File: config.mk
export PLATFORM = sky130hd
export DESIGN_NAME = uart_tx
export DESIGN_NICKNAME = d
export VERILOG_FILES = /design/src/rtl/uart_tx_pkg.sv /design/src/rtl/uart_baud_gen.sv /design/src/rtl/uart_tx.sv
export SDC_FILE = /design/constraint.sdc
export NUM_CORES = 1
export LEC_CHECK = 0
export BUFFER_PORTS_ARGS = -buffer_cell sky130_fd_sc_hd__buf_2
export CAP_MARGIN = 20
export CORE_MARGIN = 3
export CORE_UTILIZATION = 54
export CTS_CLUSTER_DIAMETER = 120
export CTS_CLUSTER_SIZE = 20
export DETAILED_ROUTE_END_ITERATION = 8
export PLACE_DENSITY = 0.74
export RECOVER_POWER = 50
export SKIP_LAST_GASP = 1
export SLEW_MARGIN = 15
export SYNTH_ARGS = -nofsm -noshare
export SYNTH_HDL_FRONTEND = slang
export SYNTH_SLANG_ARGS = --single-unit
File: constraint.sdc
create_clock -name clk -period 2.2 [get_ports clk]
set_input_delay 0.33 -clock clk [delete_from_list [all_inputs] [get_ports clk]]
set_output_delay 0.33 -clock clk [all_outputs]
set_load 0.01 [all_outputs]
File: src/rtl/uart_tx_pkg.sv
// Shared UART definitions: state encodings, bit-count constants and the parity helper,
// kept in one place so the matching receiver can reuse them.
package uart_tx_pkg;

    localparam int UART_DEFAULT_CLKS_PER_BIT = 104;
    localparam int UART_DATA_BITS            = 8;
    localparam int UART_IDX_W                = 3;
    localparam logic [UART_IDX_W-1:0] UART_LAST_IDX = UART_IDX_W'(UART_DATA_BITS - 1);

    localparam logic [2:0] UART_IDLE   = 3'd0;
    localparam logic [2:0] UART_START  = 3'd1;
    localparam logic [2:0] UART_DATA   = 3'd2;
    localparam logic [2:0] UART_PARITY = 3'd3;
    localparam logic [2:0] UART_STOP   = 3'd4;

    typedef enum logic [2:0] {
        ST_IDLE   = UART_IDLE,
        ST_START  = UART_START,
        ST_DATA   = UART_DATA,
        ST_PARITY = UART_PARITY,
        ST_STOP   = UART_STOP
    } uart_state_t;

    // Odd-sense inverts the bit so data plus parity carries an odd number of ones.
    function automatic logic parityBit(input logic [UART_DATA_BITS-1:0] data, input logic oddSense);
        return (^data) ^ oddSense;
    endfunction

endpackage

File: src/rtl/uart_baud_gen.sv
// Bit-period timer: down-counter that pulses tick for one cycle at terminal count.
// clear reloads the full period so the next bit starts with a complete CLKS_PER_BIT window.
module uart_baud_gen
    import uart_tx_pkg::*;
#(
    parameter int CLKS_PER_BIT = UART_DEFAULT_CLKS_PER_BIT
) (
    input  logic clk,
    input  logic rst,
    input  logic clear,
    output logic tick
);

    localparam int CNT_W = (CLKS_PER_BIT > 2) ? $clog2(CLKS_PER_BIT) : 1;
    localparam logic [CNT_W-1:0] LOAD_VAL = CNT_W'(CLKS_PER_BIT - 1);

    logic [CNT_W-1:0] r_count;

    always_ff @(posedge clk) begin
        if (rst) begin
            r_count <= '0;
        end else if (clear || (r_count == '0)) begin
            r_count <= LOAD_VAL;
        end else begin
            r_count <= r_count - 1'b1;
        end
    end

    assign tick = (r_count == '0) && !clear;

endmodule

File: src/rtl/uart_tx.sv
// UART transmitter: 8N1 by default, LSB first, registered tx line and busy flag.
// Define UART_TX_PARITY_EN to insert a parity bit (sense chosen by PARITY_ODD) after the data.
module uart_tx
    import uart_tx_pkg::*;
#(
    parameter int CLKS_PER_BIT = UART_DEFAULT_CLKS_PER_BIT,
    parameter int STOP_BITS    = 1,
    parameter int PARITY_ODD   = 0
) (
    input  logic       clk,
    input  logic       rst,
    input  logic [7:0] tx_byte,
    input  logic       transmit,
    output logic       is_transmitting,
    output logic       tx,
    output logic       tx_dropped
);

    uart_state_t                 r_state;
    logic [UART_DATA_BITS-1:0]   r_shift;
    logic [UART_IDX_W-1:0]       r_bitIdx;
    logic                        r_stopCnt;
    logic                        r_tx;
    logic                        r_busy;
    logic                        r_dropped;
`ifdef UART_TX_PARITY_EN
    logic                        r_parity;
`endif

    uart_state_t                 w_nextState;
    logic [UART_DATA_BITS-1:0]   w_nextShift;
    logic [UART_IDX_W-1:0]       w_nextBitIdx;
    logic                        w_nextStopCnt;
    logic                        w_nextTx;
    logic                        w_accept;
    logic                        w_clear;
    logic                        w_tick;

    // The timer is held in reload while idle, so the start bit gets a full period.
    assign w_clear = (r_state == ST_IDLE);

    uart_baud_gen #(
        .CLKS_PER_BIT(CLKS_PER_BIT)
    ) u_baudGen (
        .clk  (clk),
        .rst  (rst),
        .clear(w_clear),
        .tick (w_tick)
    );

    always_comb begin
        w_nextState   = r_state;
        w_nextShift   = r_shift;
        w_nextBitIdx  = r_bitIdx;
        w_nextStopCnt = r_stopCnt;
        w_accept      = 1'b0;

        case (r_state)
            ST_IDLE: begin
                if (transmit) begin
                    w_accept      = 1'b1;
                    w_nextState   = ST_START;
                    w_nextShift   = tx_byte;
                    w_nextBitIdx  = '0;
                    w_nextStopCnt = 1'b0;
                end
            end
            ST_START: begin
                if (w_tick) w_nextState = ST_DATA;
            end
            ST_DATA: begin
                if (w_tick) begin
                    if (r_bitIdx == UART_LAST_IDX) begin
`ifdef UART_TX_PARITY_EN
                        w_nextState = ST_PARITY;
`else
                        w_nextState = ST_STOP;
`endif
                    end else begin
                        w_nextBitIdx = r_bitIdx + 1'b1;
                        w_nextShift  = {1'b0, r_shift[UART_DATA_BITS-1:1]};
                    end
                end
            end
`ifdef UART_TX_PARITY_EN
            ST_PARITY: begin
                if (w_tick) w_nextState = ST_STOP;
            end
`endif
            ST_STOP: begin
                if (w_tick) begin
                    if (r_stopCnt == 1'(STOP_BITS - 1)) begin
                        w_nextState   = ST_IDLE;
                        w_nextStopCnt = 1'b0;
                    end else begin
                        w_nextStopCnt = 1'b1;
                    end
                end
            end
            default: begin
                w_nextState = ST_IDLE;
            end
        endcase

        // Line value is decoded from the upcoming state so tx can be registered.
        case (w_nextState)
            ST_START: w_nextTx = 1'b0;
            ST_DATA:  w_nextTx = w_nextShift[0];
`ifdef UART_TX_PARITY_EN
            ST_PARITY: w_nextTx = r_parity;
`endif
            default:  w_nextTx = 1'b1;
        endcase
    end

    always_ff @(posedge clk) begin
        if (rst) begin
            r_state   <= ST_IDLE;
            r_shift   <= '0;
            r_bitIdx  <= '0;
            r_stopCnt <= 1'b0;
            r_tx      <= 1'b1;
            r_busy    <= 1'b0;
            r_dropped <= 1'b0;
        end else begin
            r_state   <= w_nextState;
            r_shift   <= w_nextShift;
            r_bitIdx  <= w_nextBitIdx;
            r_stopCnt <= w_nextStopCnt;
            r_tx      <= w_nextTx;
            r_busy    <= (w_nextState != ST_IDLE);
            r_dropped <= transmit && r_busy;
        end
    end

`ifdef UART_TX_PARITY_EN
    // Parity is computed from the byte as accepted, before any shifting.
    always_ff @(posedge clk) begin
        if (rst) begin
            r_parity <= 1'b0;
        end else if (w_accept) begin
            r_parity <= parityBit(tx_byte, 1'(PARITY_ODD));
        end
    end
`endif

    assign tx              = r_tx;
    assign is_transmitting = r_busy;
    assign tx_dropped      = r_dropped;

endmodule

==> flow_metrics.tcl <==
set metrics [dict create \
    outcome "complete, no violations" \
    num_rows 15 \
    path_max_fanout 9 \
    hold_slack_ns 0.247 \
    relSlewSlack 0.330 \
    grt_max_degree 25 \
    stdcell_count 150 \
    dp.cells 146 \
    routed_wl_mm 2.06 \
    cts.clk_slew.worst_paths_ns 0.13 \
    ant_nets 0 \
    worstSetupStartpoint "u_baudGen.r_count[0]" \
    drt-initial-drc-count 26 \
    fin_tns_setup_ns 0 \
    arrival_ns 2.07 \
    first_pass_iters 4 \
    yosysSeqAreaShare 0.448 \
    vias 900 \
    area_delta_synth_final_pct 9.91 \
    cts-root-buf "clkbuf_4" \
    grt_pass1_vias 787 \
    drv_cap 0 \
    post-dp-hpwl_mm 1.55 \
    wl_per_cell_um 13.8 \
    syn-num-nets 126 \
    synth_area_per_cell_sq_um 9.59 \
    power_frac_comb 0.143 \
    finalClockSkew_ns 0.00686 \
    worstMarginPinSlew_ns 1.01 \
    grt_pass1_wl_mm 3.42 \
    drive_above_1_share 0.160 \
    cts_inserted_buffers 3 \
    r2r_end "tx" \
    slew_violations 0 \
    internal-power_w 0.000616 \
    synth_cells 112 \
    cp-end-kind "flop" \
    io_pins 14 \
    final_common_cell "dfxtp_1" \
    final_cell_mix "dfxtp_1 (24), a21oi_1 (11), buf_2 (9)" \
    p_switching_w 0.000208 \
    cp-endpoint "tx" \
    rsz0062_at_grt "no" \
    peakVddDrop_mv 0.381 \
    htreeDepth 1 \
    share_seq_of_total_power 0.585 \
    die_x_um 50.6 \
    die_y_um 50.6 \
    nets 140 \
    synth_seq_cells 24 \
    rr_worst_depth 6 \
    synth_top_cell_by_area "dfxtp_1" \
    fin_crit_ns 1.89 \
    leakage_nw 0.450 \
    hold_violations 0 \
    post_cts_resized 0 \
    clk_latency_ns 0.30 \
    postCtsSetupBuffers 0 \
    path_class "flop to flop" \
    r2r_setup_slack_ns 0.31 \
    multiInputGateArea_sq_um 549 \
    cp-start-kind "flop" \
    vias_per_cell 6.00 \
    worstPathRequired_ns 2.38 \
    globalplace.congestion 0.805 \
    track_usage 0.170 \
    yosys.area.top_type_share 0.448 \
    fmax_mhz 530 \
    cts.sinks 24 \
    port_buffers 13 \
    fillCellCount 155 \
    r2r_start "u_baudGen.r_count[0]" \
    diodes 0 \
    fp.coreArea_sq_um 1800 \
    start_util 0.596 \
    design_area_sq_um 1180 \
    pwr-share-clk 0.272 \
    switching_share 0.253 \
    cts_buffer_depth 2 \
    antenna_found_initial 0 \
    synth_area_leaders "dfxtp_1 (45%), a21oi_1 (5.1%), o2bb2ai_1 (4.9%)" \
    layout.area.seq_sq_um 480 \
    cts_hold_buf 0 \
    hp-class "input pin to flop" \
    synth_area_sq_um 1070 \
    placed_cell_area_sq_um 1150 \
    synth_cell_type_count 35 \
    drc 0 \
    power_density_nw_per_um2 698 \
    grt-ovfl-total 0 \
    setup_viol 0 \
    tritoncts "yes" \
    yosys_warnings 0 \
    min_period_over_period 0.858 \
    design.die.area_sq_um 2560 \
    p_total_w 0.000824 \
]
## routing by layer
metal / GRT usage / share of wire / vias up / wire, um
li1: - / - / 450 / -
met1: 0.240 / 0.46 / 426 / 958
met2: 0.263 / 0.48 / 22 / 997
met3: 0.0267 / 0.045 / 2 / 93
met4: 0.0538 / 0.0068 / 0 / 14
met5: 0 / 0 / - / 0
## cell families after synthesis
kind of cell               synth area share
buffers and inverters                0.0350
muxes                                0.0105
adders and majority gates            0.0350
and+or+nand+nor                       0.205
AOI/OAI and AO/OA                     0.234
DFF                                   0.448
xor gates and xnor gates             0.0326
## final cells by class
class	instances	area share
Clock buffer	4	0.0308
Timing Repair Buffer	14	0.0573
Tap cell	25	0.0265
Inverter	4	0.0127
Multi-Input combinational cell	79	0.466
Sequential cell	24	0.407
## cell usage after synthesis
cell	count
a21oi_1	11
buf_2	3
mux2_2	1
nor3b_4	1
nor3b_2	1
or4_1	1
xnor2_1	3
a31oi_1	2
and2_1	4
nand4_1	2
xor2_1	1
o2bb2ai_1	6
clkbuf_1	2
o221ai_1	1
dfxtp_1	24
nor3b_1	1
or3b_1	1
and3_1	1
ha_1	3
o2111ai_1	1
a31o_2	1
inv_1	4
a22oi_1	6
nor4b_2	1
nand2_1	7
or3_1	2
and4b_1	1
o21ai_0	4
nor2_1	6
a221o_1	1
a2bb2oi_1	2
a31oi_2	1
nor3_1	4
nor3_2	1
nand3_1	1
## power groups by stage
stage                     registers (W)  clock network, W   logic, W
after floorplan                0.000486                 0  0.0000900
after global placement         0.000490                 0   0.000116
after detailed placement       0.000491                 0   0.000119
after CTS                      0.000482          0.000234   0.000120
after global routing           0.000486          0.000248   0.000132
final                          0.000482          0.000224   0.000118
## through the flow
step	setup WS, ns	util
finish	0.313	0.655
global route	0.0290	0.655
CTS	0.276	0.661
detailed placement	0.288	0.641
global placement	0.392	0.641
floorplan	0.545	-
## worst max-delay path, cell delays in order (launching register included)
cell	delay, ns
dfxtp_1	0.34
inv_1	0.05
ha_1	0.16
nor3b_2	0.42
and4b_1	0.46
and2_1	0.20
o2111ai_1	0.13
## worst min path at each step
stage	from	endpoint	slack [ns]	cells past startpoint
after detailed placement	u_baudGen.r_count[0]	u_baudGen.r_count[0]	0.45	1
after CTS	transmit	tx_dropped	0.24	2
after floorplan	rst	r_shift[0]	0.41	1
after global placement	u_baudGen.r_count[0]	u_baudGen.r_count[0]	0.43	1
after global routing	tx_byte[7]	r_shift[7]	0.26	3
final	transmit	tx_dropped	0.25	2
## registers in the layout, indices dropped and copies added, names as in the netlist
| register | count |
|---|---|
| r_shift | 8 |
| tx_dropped | 1 |
| is_transmitting | 1 |
| u_baudGen.r_count | 7 |
| tx | 1 |
| r_state | 3 |
| r_bitIdx | 3 |
Power figures use the tool's default switching activity.
